===== src/rtl/sad_search_ctrl.sv =====
// Sequences a fixed-latency SAD unit over an SR_X x SR_Y candidate grid and tracks the minimum SAD.
// Issue follows ref_rdy combinationally; best_*/done update one cycle after the last result returns.
module sad_search_ctrl #(
  parameter int DWIDTH = 8,
  parameter int SR_X   = 8,
  parameter int SR_Y   = 8
) (
  input  logic                 clk,
  input  logic                 rstn,
  input  logic                 start,
  input  logic                 abort,
  input  logic                 ref_rdy,
  output logic                 cal_en,
  output logic [$clog2(SR_X)-1:0] cand_x,
  output logic [$clog2(SR_Y)-1:0] cand_y,
  input  logic [DWIDTH+7:0]    sad_in,
  input  logic                 sad_vld,
  output logic                 busy,
  output logic                 done,
  output logic [DWIDTH+7:0]    best_sad,
  output logic [$clog2(SR_X)-1:0] best_x,
  output logic [$clog2(SR_Y)-1:0] best_y
);

  localparam int XW = $clog2(SR_X);
  localparam int YW = $clog2(SR_Y);
  localparam int NC = SR_X * SR_Y;
  localparam int CW = $clog2(NC + 1);
  localparam int SW = DWIDTH + 8;
  localparam logic [CW-1:0] LAST_IDX = CW'(NC - 1);
  localparam logic [XW-1:0] LAST_X   = XW'(SR_X - 1);

  typedef enum logic [1:0] {IDLE, ISSUE, DRAIN, FLUSH} state_t;

  state_t          state, state_nxt;
  logic [CW-1:0]   iss_cnt, ret_cnt, outstanding_nxt;
  logic [XW-1:0]   ptr_x;
  logic [YW-1:0]   ptr_y;
  logic [SW-1:0]   run_min;
  logic [XW-1:0]   run_x;
  logic [YW-1:0]   run_y;
  logic            searching, accept, consume, last_issue, last_ret, better, launch;
  logic [XW-1:0]   ret_x;
  logic [YW-1:0]   ret_y;

  assign cand_x    = ptr_x;
  assign cand_y    = ptr_y;
  assign busy      = (state != IDLE);
  assign searching = (state == ISSUE) || (state == DRAIN);
  assign launch    = (state == IDLE) && start && !abort;
  assign cal_en    = (state == ISSUE) && ref_rdy && !abort;
  assign accept    = searching && sad_vld;
  assign consume   = accept || ((state == FLUSH) && sad_vld);
  assign last_issue = cal_en && (iss_cnt == LAST_IDX);
  assign last_ret  = accept && !abort && (ret_cnt == LAST_IDX);
  assign better    = sad_in < run_min;
  // Returns arrive in issue order, so the return count is the candidate index.
  assign ret_x     = ret_cnt[XW-1:0];
  assign ret_y     = ret_cnt[XW +: YW];
  assign outstanding_nxt = iss_cnt - ret_cnt - {{(CW-1){1'b0}}, consume};

  always_comb begin
    state_nxt = state;
    case (state)
      IDLE:  if (launch) state_nxt = ISSUE;
      ISSUE: begin
        if (abort)           state_nxt = (outstanding_nxt == '0) ? IDLE : FLUSH;
        else if (last_ret)   state_nxt = IDLE;
        else if (last_issue) state_nxt = DRAIN;
      end
      DRAIN: begin
        if (abort)         state_nxt = (outstanding_nxt == '0) ? IDLE : FLUSH;
        else if (last_ret) state_nxt = IDLE;
      end
      FLUSH: if (outstanding_nxt == '0) state_nxt = IDLE;
      default: state_nxt = IDLE;
    endcase
  end

  always_ff @(posedge clk or negedge rstn) begin
    if (!rstn) state <= IDLE;
    else       state <= state_nxt;
  end

  always_ff @(posedge clk or negedge rstn) begin
    if (!rstn) begin
      iss_cnt  <= '0;
      ret_cnt  <= '0;
      ptr_x    <= '0;
      ptr_y    <= '0;
      run_min  <= '1;
      run_x    <= '0;
      run_y    <= '0;
      done     <= 1'b0;
      best_sad <= '1;
      best_x   <= '0;
      best_y   <= '0;
    end else begin
      done <= 1'b0;
      if (launch) begin
        iss_cnt <= '0;
        ret_cnt <= '0;
        ptr_x   <= '0;
        ptr_y   <= '0;
        run_min <= '1;
        run_x   <= '0;
        run_y   <= '0;
      end else begin
        if (cal_en) begin
          iss_cnt <= iss_cnt + 1'b1;
          if (last_issue) begin
            ptr_x <= '0;
            ptr_y <= '0;
          end else if (ptr_x == LAST_X) begin
            ptr_x <= '0;
            ptr_y <= ptr_y + 1'b1;
          end else begin
            ptr_x <= ptr_x + 1'b1;
          end
        end
        if (consume) ret_cnt <= ret_cnt + 1'b1;
        // Strict compare keeps the earliest candidate on ties.
        if (accept && better) begin
          run_min <= sad_in;
          run_x   <= ret_x;
          run_y   <= ret_y;
        end
        if (last_ret) begin
          done     <= 1'b1;
          best_sad <= better ? sad_in : run_min;
          best_x   <= better ? ret_x  : run_x;
          best_y   <= better ? ret_y  : run_y;
        end
      end
    end
  end

endmodule


===== config.mk =====
export PLATFORM = sky130hd
export DESIGN_NAME = sad_search_ctrl
export DESIGN_NICKNAME = d
export VERILOG_FILES = /design/src/rtl/sad_search_ctrl.sv
export SDC_FILE = /design/constraint.sdc
export NUM_CORES = 1
export LEC_CHECK = 0
export ABC_CLOCK_PERIOD_IN_PS = 11420
export CAP_MARGIN = 20
export CORE_UTILIZATION = 60
export DETAILED_ROUTE_END_ITERATION = 8
export PLACE_DENSITY_LB_ADDON = 0.3
export SLEW_MARGIN = 20
export SYNTH_ARGS = -nofsm -noshare
export SYNTH_HDL_FRONTEND = slang
export SYNTH_SLANG_ARGS = --single-unit
export TNS_END_PERCENT = 30

===== constraint.sdc =====
create_clock -name clk -period 11.42 [get_ports clk]
set_clock_uncertainty 0.15 [all_clocks]
set_input_delay 3.426 -clock clk [delete_from_list [all_inputs] [get_ports clk]]
set_output_delay 3.426 -clock clk [all_outputs]
set_load 0.005 [all_outputs]

==> results.yml <==
drt:
  drc_errors: 0
  num_vias: 3754
  wl_met2_um: 5110
  antenna_left: 0
  met1Wirelength_um: 4320
  top_layer_used: "met4"
  wl_per_cell_um: 17.6
  first_pass_iters: 7
  wl_um: 10300
  dr_wl_met3_um: 663
  vias_per_cell: 6.43
  drtIter0Drc: 285
final_layout:
  nNetsFinal: 557
  final_common_cell: "clkdlybuf4s50_1"
  drive_gt1_share_pct: 12.9
  antenna_cells: 0
  nFillCells: 502
  syn_to_final_growth_pct: 18.9
  seq_area_um2: 1720
  multi_input_area_um2: 2210
  most-common-layout-cells: "51 x clkdlybuf4s50_1, 39 x nand2_1, 35 x inv_1, 35 x dfrtp_1, 34 x ha_1"
global_route:
  grt_pass1_wl_um: 17200
  grtUsageTotal_pct: 29.7
  grt_max_degree: 68
  antenna_found_initial: 0
  grt_overflow_total: 0
  grt_pass1_vias: 3659
floorplanning:
  initial_core_util_pct: 62.1
  placementRows: 30
  core_um2: 6760
  boundaryPins: 53
  die_area_um2: 7330
  die_w_um: 85.6
  die_y_um: 85.6
pwr:
  p_leak_nw: 2.21
  powerDensity_nw_per_um2: 215
  p_total_mw: 1.07
  max-vdd-ir-drop_uv: 246
clocking:
  numClockSinks: 67
  path_clk_slew_ns: 0.07
  cts-hold-fix-buffers: 0
  cts_tree: "yes"
  clk_latency_ns: 0.35
  post_cts_buffers: 0
  h-tree-depth: 3
  cts_resized: 0
  root_buffer: "clkbuf_8"
  numCtsBuffers: 9
  cts_max_path_buffers: 2
worst_setup_path:
  end_kind: "output pin"
  crit_required_ns: 7.84
  crit_arrival_ns: 5.09
  crit_fanout: 12
  worst-r2r-cell-count: 14
  startpoint_type: "primary input"
  crit_start: "abort"
  r2r_start: "state[0]"
  r2r_slack_ns: 6.89
  critical_path_class: "in2out"
  reg2reg_to: "state[1]"
yosys:
  synth_seq_area_share_pct: 40.9
  synth_cell_type_count: 46
  netlist_instances: 465
  synth_fp_nets: 523
  postSynth.asyncResetShare_pct: 100
  yosys_warnings: 0
  synth_edf_count: 0
  synth-seq-cells: 67
  netlist.area_leader.share_pct: 20.9
  synth_area_leaders: "dfrtp_1 21%, dfstp_2 20%, ha_1 10%"
  avgSynthCellArea_um2: 9.02
  synth_area_um2: 4200
  synth-main-ff-cell: "dfrtp_1"
  synth_area_leader_cell: "dfrtp_1"
hold_path:
  hold_start: "best_sad[2]"
  min-delay-path-class: "reg2reg"
  whs_endpoint: "best_sad[2]"
  hold_path_depth: 2
status:
  status: "finished clean"
timing:
  fin_tns_setup_ns: 0
  fmax_mhz: 115
  maxSlewHeadroom_pct: 35.7
  drv_slew: 0
  setup_violations: 0
  min_period_ns: 8.67
  tightest_slew_ns: 0.962
  period_share_pct: 75.9
  hold_viol: 0
  rsz0062_at_grt: "no"
place:
  gp_congestion: 0.877
  numPortBuffers: 52
  dp.final_hpwl_um: 6650
run:
  max_cap_viol_count: 0
-- worst max-delay path: stages --
cell and delay, ns:
clkdlybuf4s50_1 0.54, nand3b_4 0.26, inv_1 0.30, clkdlybuf4s50_1 0.57
-- synth_stat cells, drive strengths merged (2+ instances only) --
library cell	instances
a2111oi	2
a211o	2
a21o	7
a21oi	20
a221o	2
a31oi	16
and2	2
buf	8
clkbuf	28
dfrtp	35
dfstp	32
fa	2
ha	34
inv	35
nand2	39
nand2b	2
nand3	25
nand3b	2
nand4	33
nor2	25
nor2b	4
nor3	7
nor4	19
o211ai	23
o21a	2
o21ai	24
o31ai	6
or2	3
or3	2
or4	2
xnor2	10
xor2	5
-- how the worst max path moves through the flow --
stage	to	depth (start not counted)
4_1_cts	cal_en	4
3_3_place_gp	cal_en	4
2_1_floorplan	cal_en	4
6_report	cal_en	4
3_5_place_dp	cal_en	4
5_1_grt	cal_en	4
-- metal layers --
metal  vias up  global-route usage, %
li1       1767                      -
met1      1797                   38.7
met2       167                   49.0
met3        23                   5.20
met4         0                   12.6
met5         -                      0
-- state kept, by name (all words and copies together) (netlist names), 7 cells and up --
register and cells:
iss_cnt 7, run_min 16, ret_cnt 7, best_sad 16
-- cell families (layout without fill, tap and decap cells) --
kind of cell,after synthesis,in the layout,share of synthesized area [%]
xor+xnor,15,15,3.13
buf+inv,71,110,6.86
mux,1,1,0.239
compound gates,110,110,17.2
flops,67,67,40.9
fa+ha+maj,36,36,11.1
simple gates,165,165,20.5
-- power breakdown --
part	internal, mW	switching [mW]
combinational	0.178	0.277
clock	0.168	0.0956
sequential	0.302	0.0497
total	0.648	0.423
-- layout make-up --
type                       instances  share of cell area [%]
multi-input combinational        327                    44.2
sequential                        67                    34.4
timing repair buffer              59                    11.4
clock inverter                     6                    2.76
inverter                          35                    2.63
clock buffer                      10                    2.56
tap                               80                    2.01
-- through the flow --
stage	util, %	instance area (µm²)	hold slack, ns	setup WS (ns)	cells
after floorplan	-	4200	0.313	3.77	465
after global placement	69.9	4720	0.309	2.80	568
after detailed placement	69.9	4720	0.315	2.75	568
after CTS	73.8	4990	0.326	2.76	584
after global routing	73.8	4990	0.340	2.62	584
final	73.8	4990	0.322	2.75	584
Note: power is estimated with default switching activity, not from simulation.
